`src/rtl/ft_alu_retry_ctrl.sv`:
```
// ft_alu_retry_ctrl: request/response controller in front of the fault-tolerant
// 3-bit ALU. Registers operands into the ALU, waits a settle window, samples the
// dual-rail results, retries transient faults a bounded number of times and
// returns a checked sum/carry or a fail flag.
// Optional feature macro: FT_ALU_INPUT_CHECK_EN (operand parity and one-hot
// control check at acceptance; failing requests respond immediately).
module ft_alu_retry_ctrl #(
  parameter int unsigned SETTLE    = 1,
  parameter int unsigned MAX_RETRY = 2,
  parameter int unsigned CNT_W     = 8
) (
  input  logic             clk,
  input  logic             rst_n,
  input  logic             in_valid,
  output logic             in_ready,
  input  logic [2:0]       in_a,
  input  logic [2:0]       in_b,
  input  logic             in_par,
  input  logic [2:0]       in_ctl,
  output logic [2:0]       alu_a,
  output logic [2:0]       alu_b,
  output logic             alu_par,
  output logic [2:0]       alu_c,
  input  logic [2:0]       alu_x,
  input  logic [2:0]       alu_y,
  input  logic             alu_xc,
  input  logic             alu_yc,
  input  logic [1:0]       alu_xe,
  input  logic [1:0]       alu_ye,
  output logic             out_valid,
  input  logic             out_ready,
  output logic [2:0]       out_sum,
  output logic             out_carry,
  output logic             out_fail,
  output logic [CNT_W-1:0] err_cnt
);

  localparam int unsigned SCNT_W = 4;
  localparam int unsigned RTRY_W = 3;
  localparam logic [SCNT_W-1:0] SETTLE_LD = SCNT_W'(SETTLE - 1);
  localparam logic [RTRY_W-1:0] RETRY_LIM = RTRY_W'(MAX_RETRY);

  typedef enum logic [1:0] {
    S_IDLE  = 2'd0,
    S_ISSUE = 2'd1,
    S_RESP  = 2'd2
  } state_t;

  state_t            state_q, state_d;
  logic [SCNT_W-1:0] settle_q, settle_d;
  logic [RTRY_W-1:0] retry_q, retry_d;
  logic [2:0]        alu_a_d, alu_b_d, alu_c_d;
  logic              alu_par_d;
  logic              out_valid_d, out_carry_d, out_fail_d;
  logic [2:0]        out_sum_d;
  logic [CNT_W-1:0]  err_cnt_d;
  logic              err_inc;
  logic              sample_good;
  logic              req_ok;

  // Both rails must disagree on each error pair and both result copies must agree
  assign sample_good = (alu_xe[1] ^ alu_xe[0]) & (alu_ye[1] ^ alu_ye[0]) &
                       (alu_x == alu_y) & (alu_xc == alu_yc);

`ifdef FT_ALU_INPUT_CHECK_EN
  logic ctl_onehot;
  // Exactly one control bit set: non-zero and no two bits set together
  assign ctl_onehot = (in_ctl != 3'b000) && ((in_ctl & (in_ctl - 3'd1)) == 3'b000);
  assign req_ok     = (^{in_a, in_b, in_par}) & ctl_onehot;
`else
  assign req_ok     = 1'b1;
`endif

  // Accept only from IDLE, so a response handshake never overlaps a new accept
  assign in_ready = (state_q == S_IDLE);

  // Saturating bad-sample counter
  assign err_cnt_d = (err_inc && (err_cnt != {CNT_W{1'b1}})) ? err_cnt + CNT_W'(1) : err_cnt;

  // Next-state and datapath decode
  always_comb begin
    state_d     = state_q;
    settle_d    = settle_q;
    retry_d     = retry_q;
    alu_a_d     = alu_a;
    alu_b_d     = alu_b;
    alu_c_d     = alu_c;
    alu_par_d   = alu_par;
    out_valid_d = out_valid;
    out_sum_d   = out_sum;
    out_carry_d = out_carry;
    out_fail_d  = out_fail;
    err_inc     = 1'b0;
    case (state_q)
      S_IDLE: begin
        if (in_valid) begin
          alu_a_d   = in_a;
          alu_b_d   = in_b;
          alu_c_d   = in_ctl;
          alu_par_d = in_par;
          settle_d  = SETTLE_LD;
          retry_d   = '0;
          if (req_ok) begin
            state_d = S_ISSUE;
          end else begin
            state_d     = S_RESP;
            out_valid_d = 1'b1;
            out_sum_d   = 3'd0;
            out_carry_d = 1'b0;
            out_fail_d  = 1'b1;
            err_inc     = 1'b1;
          end
        end
      end
      S_ISSUE: begin
        if (settle_q != '0) begin
          settle_d = settle_q - SCNT_W'(1);
        end else if (sample_good) begin
          state_d     = S_RESP;
          out_valid_d = 1'b1;
          out_sum_d   = alu_x;
          out_carry_d = alu_xc;
          out_fail_d  = 1'b0;
        end else if (retry_q < RETRY_LIM) begin
          retry_d  = retry_q + RTRY_W'(1);
          settle_d = SETTLE_LD;
          err_inc  = 1'b1;
        end else begin
          state_d     = S_RESP;
          out_valid_d = 1'b1;
          out_sum_d   = 3'd0;
          out_carry_d = 1'b0;
          out_fail_d  = 1'b1;
          err_inc     = 1'b1;
        end
      end
      S_RESP: begin
        if (out_ready) begin
          state_d     = S_IDLE;
          out_valid_d = 1'b0;
        end
      end
      default: begin
        state_d     = S_IDLE;
        out_valid_d = 1'b0;
      end
    endcase
  end

  // State and output registers
  always_ff @(posedge clk or negedge rst_n) begin
    if (!rst_n) begin
      state_q   <= S_IDLE;
      settle_q  <= '0;
      retry_q   <= '0;
      alu_a     <= 3'd0;
      alu_b     <= 3'd0;
      alu_c     <= 3'd0;
      alu_par   <= 1'b0;
      out_valid <= 1'b0;
      out_sum   <= 3'd0;
      out_carry <= 1'b0;
      out_fail  <= 1'b0;
      err_cnt   <= '0;
    end else begin
      state_q   <= state_d;
      settle_q  <= settle_d;
      retry_q   <= retry_d;
      alu_a     <= alu_a_d;
      alu_b     <= alu_b_d;
      alu_c     <= alu_c_d;
      alu_par   <= alu_par_d;
      out_valid <= out_valid_d;
      out_sum   <= out_sum_d;
      out_carry <= out_carry_d;
      out_fail  <= out_fail_d;
      err_cnt   <= err_cnt_d;
    end
  end

endmodule

```
`config.mk`:
```
export PLATFORM = sky130hd
export DESIGN_NAME = ft_alu_retry_ctrl
export DESIGN_NICKNAME = d
export VERILOG_FILES = /design/src/rtl/ft_alu_retry_ctrl.sv
export SDC_FILE = /design/constraint.sdc
export NUM_CORES = 1
export LEC_CHECK = 0
export CORE_UTILIZATION = 35
export CTS_CLUSTER_DIAMETER = 100
export DETAILED_ROUTE_END_ITERATION = 12
export PLACE_DENSITY_LB_ADDON = 0.1
export SYNTH_ARGS = -nofsm -noshare
export SYNTH_HDL_FRONTEND = slang
export SYNTH_SLANG_ARGS = --single-unit
```
`constraint.sdc`:
```
create_clock -name clk -period 2.6 [get_ports clk]
set_input_delay 0.26 -clock clk [delete_from_list [all_inputs] [get_ports clk]]
set_output_delay 0.26 -clock clk [all_outputs]
set_load 0.1 [all_outputs]
```
# [Word level (Yosys, flattened, before mapping)]
# Index checks and enable logic that the tools add are counted.
# W data, S select, Z words.
[op_classes] bitwise=7 muxes=29 reduce_logical=10 eq_ne=14 magnitude_cmp=1 addsub=3
[op_table] operator="$mux W3" n=6
[op_table] operator="$mux W4" n=4
[op_table] operator="$ne A2 B2 Y1 const B" n=6
[op_table] operator="$reduce_and A4 Y1" n=3
[op_table] operator="$mux W1" n=10
[op_table] operator="$mux W2" n=5
[op_table] operator="$ne A3 B3 Y1 const B" n=3
[op_table] operator="$add A8 B1 Y8 const B" n=1
[op_table] operator="$ne A8 B8 Y1 const B" n=1
[op_table] operator="$pmux W4 S2" n=1
[op_table] operator="$pmux W2 S3" n=1
[op_table] operator="$pmux W3 S2" n=1
[op_table] operator="$reduce_and A5 Y1" n=1
[op_table] operator="$reduce_bool A4 Y1" n=1
[op_table] operator="$sub A4 B1 Y4 const B" n=1
[op_table] operator="$add A3 B1 Y3 const B" n=1
[op_table] operator="$and A1 B1 Y1" n=3
[op_table] operator="$eq A3 B3 Y1" n=1
[op_table] operator="$lt A3 B2 Y1 const B" n=1
[op_table] operator="$pmux W1 S3" n=1
[op_table] operator="$reduce_and A3 Y1" n=1
[op_table] operator="$eq A2 B1 Y1 const B" n=1
[op_table] operator="$eq A2 B2 Y1 const B" n=1
[op_table] operator="$logic_not A2 Y1" n=1
[op_table] operator="other kinds (6)" n=8
[word_totals] reg_bits=33 output_inout_bits=25 in_bits=26

# [Depth between registers and ports, before layout]
# Gate-level depths: netlist (run 1).
[logic_depth] depth_word=8 depth_mapped=8 ltp_nobuf=7

# [Worst setup path after synthesis (run 1)]
# Ideal clock, no wire load.
[synth_timing] kind="reg2reg" start="reg state_q[0]" end="reg retry_q[2]" synth_period_minus_slack_ns=2.554 t_arrival_ns=2.422 path_slack_ns=0.046 n_path_buf=2 required_time_ns=2.468 path_stages_with_launch=6 setup_time_ns=0.132 path_cell_list="dfrtp_1 > buf_2 > nor2_1 > and2_1 > clkbuf_1 > nor2_1"
[synth_between] elab_chain_len=3
[synth_lines] element="start: declaration" line="49" rtl="state_t state_q, state_d;"
[synth_lines] element="start signal: assignment" line="166" rtl="state_q <= state_d;"
[synth_lines] element="$logic_not A2 Y1 (*)"
[synth_lines] element="via in_ready" line="15" rtl="output logic in_ready,"
[synth_lines] element="$ne A2 B2 Y1 (no source line) or $reduce_bool A2 Y1 (tied branches)"
[synth_lines] element="$reduce_and A5 Y1 (no source line)"
[synth_lines] element="end signal: assignment" line="168" rtl="retry_q <= retry_d;"
[synth_lines] element="end: declaration" line="51" rtl="logic [RTRY_W-1:0] retry_q, retry_d;"
# Mark *: on every way through the listed nets, which the timed path passes. The rest lies on a longest branch.
# A chain may end at the register's enable or synchronous reset.

# [Worst setup path in the final report (run 1)]
[layout_timing] start="reg settle_q[0]" end="reg err_cnt[1]"
[layout_between] elab_chain_len=4
[layout_lines] element="start: declaration" line="50" rtl="logic [SCNT_W-1:0] settle_q, settle_d;"
[layout_lines] element="start signal: assignment" line="167" rtl="settle_q <= settle_d;"
[layout_lines] element="$reduce_bool A4 Y1" line="116" rtl="if (settle_q != '0) begin"
[layout_lines] element="$mux W1" line="116"
[layout_lines] element="$mux W1"
[layout_lines] element="$logic_and A1 B1 Y1" line="78" rtl="assign err_cnt_d = (err_inc && (err_cnt != {CNT_W{1'b1}})) ? err_cnt + CNT_W'(1) : err_cnt;"
[layout_lines] element="end signal: assignment" line="177" rtl="err_cnt <= err_cnt_d;"
[layout_lines] element="end: declaration" line="35" rtl="output logic [CNT_W-1:0] err_cnt"
# No other way between the ends.

==> impl_metrics.py, run 1 <==
metrics = {
    "clock_network": {
        "hold_buffers": 0,
        "clkSlewWorstSetupHoldPaths_ps": 70,
        "clock_sink_count": 33,
        "clock_latency_ps": 280,
        "cts_tree": "yes",
        "post-cts-setup-buffer-count": 0,
        "cts_max_level": 2,
        "cts_buffer_depth": 2,
        "cts-buffers-inserted": 5,
        "cts_resized": 0,
        "cts_root_buf": "clkbuf_8",
    },
    "logic_synthesis": {
        "syn_nets": 185,
        "synth_top_area_share_pct": 52.9,
        "synthDistinctLibCells": 36,
        "ys_seq_area_share_pct": 52.9,
        "synth_area_leaders": "dfrtp_1, nand2_1, xor2_1, xnor2_1, ha_1",
        "yosysTopAreaCell": "dfrtp_1",
        "yosysWarnings": 0,
        "syn-mean-instance-area_um2": 10.0,
        "synthCells": 156,
        "syn-cell-area_um2": 1560,
        "ys_seq_elements": 33,
    },
    "sta": {
        "fin_crit_ps": 2060,
        "setup_ws_ps": 537,
        "tightest_slew_ps": 722,
        "finalSetupViolations": 0,
        "maxSlewViolCount": 0,
        "clock.fmax_mhz": 485,
        "slew_headroom_pct": 51.3,
        "tns_ps": 0,
        "hold_violations": 0,
        "fin_skew_ps": 3.60,
        "fin_crit_sh_pct": 79.3,
        "grt_setup_unrepaired": "no",
    },
    "die": {
        "rows": 23,
        "start_util_pct": 37.7,
        "boundaryPins": 51,
        "coreArea_um2": 4140,
        "die_h_um": 68.8,
        "dieWidth_um": 68.8,
        "die_area_um2": 4730,
    },
    "worst_setup_path": {
        "required_ps": 2770,
        "worst-r2r-cell-count": 7,
        "cp.depth": 7,
        "crit_family": "simple AND/OR/NAND/NOR gates",
        "setup.worst_path.end": "err_cnt[1]",
        "setup.worst_path.end_class": "flop",
        "reg2reg_slack_ps": 540,
        "cp_slowest_cell": "dfrtp_1",
        "criticalPathCategory": "reg -> reg",
        "crit_path_start": "settle_q[0]",
        "rr_startpoint": "settle_q[0]",
        "timing.critical_path.buf_inv": 1,
        "crit_fanout": 7,
        "cp-start-kind": "flop",
        "critPathArrivalTime_ps": 2230,
        "path_cells": "inv_1 > ha_1 > nor3b_4 > and2_1 > o21ai_4 > nor2_1 > mux2_2",
        "rr_endpoint": "err_cnt[1]",
        "cpPeakStageDelay_ps": 410,
    },
    "routing": {
        "firstDrtPassIters": 4,
        "via_per_inst": 4.97,
        "drtIter0Drc": 39,
        "via_count": 1293,
        "drtAntennaViolNets": 0,
        "wl_per_cell_um": 12.9,
        "routed_wl_um": 3340,
        "drcViolationCount": 0,
    },
    "layout": {
        "antenna_cells": 0,
        "fin_area_um2": 2130,
        "fin_util_pct": 51.4,
        "multi_input_area_um2": 692,
        "layout-drive-gt1-share_pct": 19.0,
        "seqCellArea_um2": 826,
        "syn_to_final_growth_pct": 36.6,
        "num-fill-cells": 407,
        "nNetsFinal": 239,
    },
    "placed_design": {
        "place.gp.congestion": 0.783,
        "numPortBuffers": 50,
        "pre_cts_ws_ps": 477,
        "placed_area_um2": 2040,
        "dp_hpwl_um": 2430,
    },
    "global_route": {
        "grt_max_degree": 34,
        "track_usage_pct": 16.6,
        "gr-total-overflow": 0,
        "antenna_found_initial": 0,
        "grt_pass1_vias": 1269,
        "grt_pass1_wl_um": 5650,
    },
    "worst_hold_path": {
        "hold_class": "in -> async",
    },
    "run": {
        "max-cap-violations": 0,
    },
    "run_status": {
        "status": "complete, no violations",
    },
}
routing by layer:
layer	vias up	track usage, %	part of all wire, %
li1	633	-	-
met1	610	20.7	46
met2	43	27.5	47
met3	7	3.78	5.5
met4	0	6.89	1.7
met5	-	0	0
logic make-up (layout without fill, tap and decap cells):
kind of cell    count (synthesis)  count (layout)  share of synthesized area (%)
compound gates                 21              21                           9.38
flops                          33              33                           52.9
fa+ha+maj                       3               3                           2.41
buf+inv                         9              63                           2.73
xor+xnor                       13              13                           7.30
mux                             1               1                          0.722
simple gates                   76              76                           24.5
state kept, by name (all words and copies together) (netlist names):
register / count
out_valid: 1
retry_q: 3
out_carry: 1
out_fail: 1
err_cnt: 8
alu_b: 3
settle_q: 4
alu_par: 1
alu_c: 3
state_q: 2
alu_a: 3
out_sum: 3
through the flow:
step           instances  hold WS, ps
2_1_floorplan        156        -35.6
3_3_place_gp         253          458
3_5_place_dp         253          470
4_1_cts              260          402
5_1_grt              260          431
6_report             260          383
worst min-delay path by stage:
stage	slack (ps)	startpoint	cells after the start	endpoint
CTS	400	rst_n	2	settle_q[2]
floorplan	-40	rst_n	0	alu_a[0]
global route	430	rst_n	2	settle_q[3]
detailed placement	470	alu_c[0]	2	alu_c[0]
finish	380	rst_n	2	settle_q[2]
global placement	460	alu_b[1]	2	alu_b[1]
synthesized netlist by cell type:
cell type,instances
a2111oi_0,1
a21oi_1,2
a22o_1,4
a31oi_1,3
a41oi_1,1
and2_1,3
buf_2,1
buf_6,1
clkbuf_1,2
dfrtp_1,33
ha_1,3
inv_1,5
mux2_2,1
nand2_1,40
nand2b_1,2
nand3_1,3
nand4_1,3
nand4b_1,1
nor2_1,8
nor2_2,1
nor2b_1,3
nor3_1,1
nor3b_4,1
nor4_1,3
nor4b_2,1
nor4bb_1,1
o21ai_0,7
o21ai_4,1
o21bai_1,1
o22ai_1,1
or2_2,2
or3_1,1
or3b_1,1
or3b_2,1
xnor2_1,6
xor2_1,7
area by class of cell:
| class | count | share of cell area (%) |
|---|---|---|
| well taps | 50 | 2.94 |
| inverters | 5 | 0.881 |
| clock buffers | 7 | 4.05 |
| repair buffers | 51 | 20.9 |
| flip-flops and latches | 33 | 38.8 |
| multi-input cells | 114 | 32.5 |
cells in the final DEF (no fill, tap or decap), drive strengths merged, types with 3 or more instances in the layout:
master         count
ha                 3
a31oi              3
clkdlybuf4s50     25
nand2             40
buf               26
o21ai              8
and2               3
a22o               4
nand3              3
nor4               3
clkbuf             7
nor2b              3
nor2               9
inv                5
xor2               7
dfrtp             33
xnor2              6
nand4              3
worst register-to-register path, cell delays in order, from the launching register on:
cell	delay (ps)
dfrtp_1	410
inv_1	70
ha_1	180
nor3b_4	260
and2_1	350
o21ai_4	140
nor2_1	200
mux2_2	350
Power of run 1 is not shown: default switching activity piles up to over one toggle a cycle in this logic, so the estimate is an artifact.
==> run 2: changes to the inputs <==
==> constraint.sdc (replaced) <==
create_clock -name clk -period 1.8 [get_ports clk]
set_input_delay 0.18 -clock clk [delete_from_list [all_inputs] [get_ports clk]]
set_output_delay 0.18 -clock clk [all_outputs]
set_load 0.1 [all_outputs]
==> run 2 against run 1 <==
  * Fmax rose by 21%
  * Die area did not move
  * Global-route usage is 0.10 points lower
  * First-iteration DRC count shrank 36%
  * Clock skew is essentially flat
  * Highest routed layer unchanged
  * Sequential share of layout area shrank 2.4 points
  * Setup slack got worse by 450 ps
==> impl_metrics.py, run 2 (synthesized netlist as in run 1, its figures left out) <==
metrics = {
    "run_status": {
        "status": "complete, no violations",
    },
    "sta": {
        "fin_crit_ps": 1710,
        "tightest_slew_ps": 434,
        "finalSetupViolations": 0,
        "slew_headroom_pct": 71.1,
        "setup_ws_ps": 90.2,
        "fin_skew_ps": 3.60,
        "clock.fmax_mhz": 585,
        "maxSlewViolCount": 0,
        "hold_violations": 0,
        "grt_setup_unrepaired": "no",
        "fin_crit_sh_pct": 95.0,
    },
    "routing": {
        "drtAntennaViolNets": 0,
        "routed_wl_um": 3530,
        "via_count": 1361,
        "via_per_inst": 4.95,
        "drcViolationCount": 0,
        "wl_per_cell_um": 12.8,
        "drtIter0Drc": 25,
        "firstDrtPassIters": 4,
    },
    "global_route": {
        "track_usage_pct": 16.5,
        "antenna_found_initial": 0,
        "grt_max_degree": 34,
        "grt_pass1_wl_um": 5510,
        "grt_pass1_vias": 1267,
        "gr-total-overflow": 0,
    },
    "layout": {
        "syn_to_final_growth_pct": 47.2,
        "final_cell_mix": "nand2_1, buf_4, dfrtp_1, clkdlybuf4s50_1, dfrtp_2",
        "num-fill-cells": 379,
        "final_common_cell": "nand2_1",
        "antenna_cells": 0,
        "largest_register_ffs": 8,
        "largest-register": "err_cnt",
        "layout-drive-gt1-share_pct": 30.7,
        "top_regs": "err_cnt: 8 flops, settle_q: 4 flops",
        "nNetsFinal": 253,
    },
    "clock_network": {
        "cts-buffers-inserted": 5,
        "cts_root_buf": "clkbuf_8",
        "cts_tree": "yes",
        "clock_sink_count": 33,
        "clock_latency_ps": 290,
        "clkSlewWorstSetupHoldPaths_ps": 70,
        "cts_max_level": 2,
        "cts_buffer_depth": 2,
    },
    "die": {
        "rows": 23,
        "start_util_pct": 37.7,
        "boundaryPins": 51,
        "die_h_um": 68.8,
        "dieWidth_um": 68.8,
        "die_area_um2": 4730,
        "coreArea_um2": 4140,
    },
    "worst_setup_path": {
        "rr_startpoint": "settle_q[0]",
        "criticalPathCategory": "reg -> reg",
        "required_ps": 1980,
        "crit_fanout": 7,
        "rr_endpoint": "err_cnt[1]",
        "reg2reg_slack_ps": 90,
        "setup.worst_path.end_class": "flop",
        "worst-r2r-cell-count": 7,
        "cp-start-kind": "flop",
        "critPathArrivalTime_ps": 1880,
    },
    "worst_hold_path": {
        "hold_class": "in -> async",
    },
    "placed_design": {
        "numPortBuffers": 50,
        "dp_hpwl_um": 2650,
        "pre_cts_ws_ps": -74.7,
        "place.gp.congestion": 0.798,
    },
    "run": {
        "max-cap-violations": 0,
    },
}
==> run 2: cell types whose count changed in the layout (fill, tap and decap cells not counted), moves of 2 or more <==
| cell | before | now |
|---|---|---|
| clkinv_2 | 0 | 2 |
| buf_4 | 26 | 39 |
| dfrtp_2 | 0 | 8 |
| dfrtp_1 | 33 | 25 |
==> run 2: how the worst max path moves through the flow <==
stage / startpoint / to / slack [ps] / cells past startpoint
final: settle_q[0] / err_cnt[1] / 90 / 7
after global placement: settle_q[1] / err_cnt[2] / 3 / 7
after detailed placement: settle_q[1] / err_cnt[1] / -70 / 7
after global routing: settle_q[0] / err_cnt[1] / 1 / 7
after CTS: settle_q[1] / err_cnt[1] / 30 / 7
after floorplan: settle_q[0] / err_cnt[2] / 10 / 8
==> run 2: timing repair <==
action,in CTS,in global routing
endpoints found under the hold margin,0,0
hold buffers,0,0
endpoints found under the setup margin,4,8
cloned,0,0
resized for setup,2,6
pin swaps,0,1
buffers inserted,0,1
==> run 2: through the flow <==
stage	area (um^2)	std cells	hold slack, ps	util (%)	setup TNS (ps)
floorplan	1580	156	-116	-	0
global placement	2170	266	459	52.4	0
detailed placement	2170	266	470	52.4	-364
CTS	2260	274	301	54.6	0
global route	2300	275	337	55.4	0
finish	2300	275	283	55.4	0
==> run 2: layer usage <==
metal  wire [um]  vias up  share of wire (%)  global-route usage [%]
li1            -      664                  -                       -
met1        1520      646                 43                    18.9
met2        1720       44                 49                    27.3
met3         218        7                6.2                    4.44
met4          72        0                2.0                    9.69
met5           0        -                  0                       0
==> run 2: area by class of cell <==
cell class	instances	area [um^2]	share of cell area [%]
Sequential cell	33	836	36.4
Tap cell	50	62.6	2.72
Timing Repair Buffer	65	563	24.5
Multi-Input combinational cell	114	729	31.8
Clock buffer	5	68.8	3.00
Inverter	5	18.8	0.817
Clock inverter	3	17.5	0.763
==> run 2: critical path: stages (launching register included) <==
cell	delay (ps)
dfrtp_1	380
inv_1	100
ha_4	140
nor3b_4	180
and2_4	200
o21ai_4	80
nor2_1	160
mux2_2	350
Power of run 2 is left out for the same reason.
==> run 3: changes to the inputs <==
==> constraint.sdc (replaced) <==
create_clock -name clk -period 1.9 [get_ports clk]
set_input_delay 0.19 -clock clk [delete_from_list [all_inputs] [get_ports clk]]
set_output_delay 0.19 -clock clk [all_outputs]
set_load 0.1 [all_outputs]
==> run 3 against run 2 <==
  * Cell count is 2.2% lower
  * Wire length grew 0.34%
  * Register-to-register slack better by 30 ps
  * Clock skew rose by 3.3 ps
  * Non-clock buffer count is 6 lower
  * Sequential share of layout area increased by 1.2 points
==> impl_metrics.py, run 3 (synthesized netlist as in run 1, its figures left out) <==
metrics = {
    "clock_network": {
        "cts-buffers-inserted": 5,
        "cts_max_level": 2,
        "clkSlewWorstSetupHoldPaths_ps": 70,
        "cts_buffer_depth": 2,
        "clock_latency_ps": 280,
        "clock_sink_count": 33,
        "post-cts-setup-buffer-count": 0,
        "cts_tree": "yes",
        "cts_root_buf": "clkbuf_8",
    },
    "sta": {
        "hold_violations": 0,
        "tightest_slew_ps": 690,
        "fin_crit_ps": 1780,
        "slew_headroom_pct": 53.5,
        "grt_setup_unrepaired": "no",
        "tns_ps": 0,
        "fin_skew_ps": 6.94,
        "clock.fmax_mhz": 563,
        "finalSetupViolations": 0,
        "maxSlewViolCount": 0,
        "fin_crit_sh_pct": 93.5,
    },
    "layout": {
        "antenna_cells": 0,
        "layout-drive-gt1-share_pct": 26.9,
        "nNetsFinal": 247,
        "final_common_cell": "nand2_1",
        "fin_area_um2": 2220,
        "largest-register": "err_cnt",
        "final_cell_mix": "nand2_1, buf_4, dfrtp_1",
        "top_regs": "err_cnt: 8 flops, settle_q: 4 flops",
        "syn_to_final_growth_pct": 42.3,
        "largest_register_ffs": 8,
    },
    "routing": {
        "via_per_inst": 4.80,
        "drcViolationCount": 0,
        "wl_per_cell_um": 13.2,
        "drtIter0Drc": 41,
        "routed_wl_um": 3540,
        "drtAntennaViolNets": 0,
        "firstDrtPassIters": 4,
        "via_count": 1291,
    },
    "worst_setup_path": {
        "worst-r2r-cell-count": 7,
        "required_ps": 2070,
        "timing.critical_path.buf_inv": 1,
        "crit_fanout": 7,
        "reg2reg_slack_ps": 120,
        "path_cells": "inv_1 > ha_1 > nor3b_4 > and2_4 > o21ai_4 > or3b_1 > xnor2_1",
        "cp_slowest_cell": "dfrtp_1",
        "crit_family": "simple AND/OR/NAND/NOR gates",
        "cpPeakStageDelay_ps": 400,
        "cp.depth": 7,
        "criticalPathCategory": "reg -> reg",
        "critPathArrivalTime_ps": 1950,
        "setup.worst_path.end_class": "flop",
        "cp-start-kind": "flop",
    },
    "placed_design": {
        "place.gp.congestion": 0.767,
        "placed_area_um2": 2130,
        "dp_hpwl_um": 2610,
        "numPortBuffers": 50,
    },
    "global_route": {
        "grt_pass1_vias": 1380,
        "track_usage_pct": 17.0,
        "gr-total-overflow": 0,
        "grt_pass1_wl_um": 5840,
        "grt_max_degree": 34,
        "antenna_found_initial": 0,
    },
    "die": {
        "boundaryPins": 51,
        "start_util_pct": 37.7,
        "die_h_um": 68.8,
        "dieWidth_um": 68.8,
        "coreArea_um2": 4140,
        "die_area_um2": 4730,
        "rows": 23,
    },
    "worst_hold_path": {
        "hold_class": "in -> async",
    },
    "run_status": {
        "status": "complete, no violations",
    },
    "run": {
        "max-cap-violations": 0,
    },
}
## run 3: changes by cell type in the layout (fill, tap and decap cells not counted), sizes merged
| cell | before | now |
|---|---|---|
| buf | 40 | 34 |
| clkbuf | 5 | 6 |
| clkinvlp | 1 | 0 |
## run 3: repair_timing
| action | CTS | global route |
|---|---|---|
| gates resized for setup | 0 | 3 |
| hold buffers | 0 | 0 |
| endpoints found under the setup margin | 0 | 12 |
## run 3: final timing paths
kind	endpoint	start
max reg2reg	err_cnt[2]	settle_q[0]
min in group clk	alu_b[2]	in_b[2]
min	settle_q[3]	rst_n
max	err_cnt[2]	settle_q[0]
min reg2reg	alu_a[0]	alu_a[0]
max in group asynchronous	err_cnt[3]	rst_n
## run 3: layer usage
metal | vias to the layer above | GRT usage (%) | routed length [um] | part of all wire, %
met4 | 0 | 4.59 | 29 | 0.82
li1 | 645 | - | - | -
met1 | 597 | 20.2 | 1600 | 45
met5 | - | 0 | 0 | 0
met3 | 5 | 6.09 | 239 | 6.8
met2 | 44 | 28.9 | 1670 | 47
## run 3: per-stage QoR
step	std cells	setup WS, ps	util (%)	hold slack, ps
2_1_floorplan	156	8.53	-	-106
3_3_place_gp	261	16.7	51.5	459
3_5_place_dp	261	26.7	51.5	465
4_1_cts	269	16.0	53.5	326
5_1_grt	269	22.8	53.6	354
6_report	269	124	53.6	313
## run 3: layout make-up
cell class,count,area [um^2]
timing repair buffer,59,518
fill,377,1920
inverter,5,18.8
multi-input combinational,114,704
clock inverter,2,10.0
tap,50,62.6
clock buffer,6,72.6
sequential,33,835
Power of run 3 is left out for the same reason.
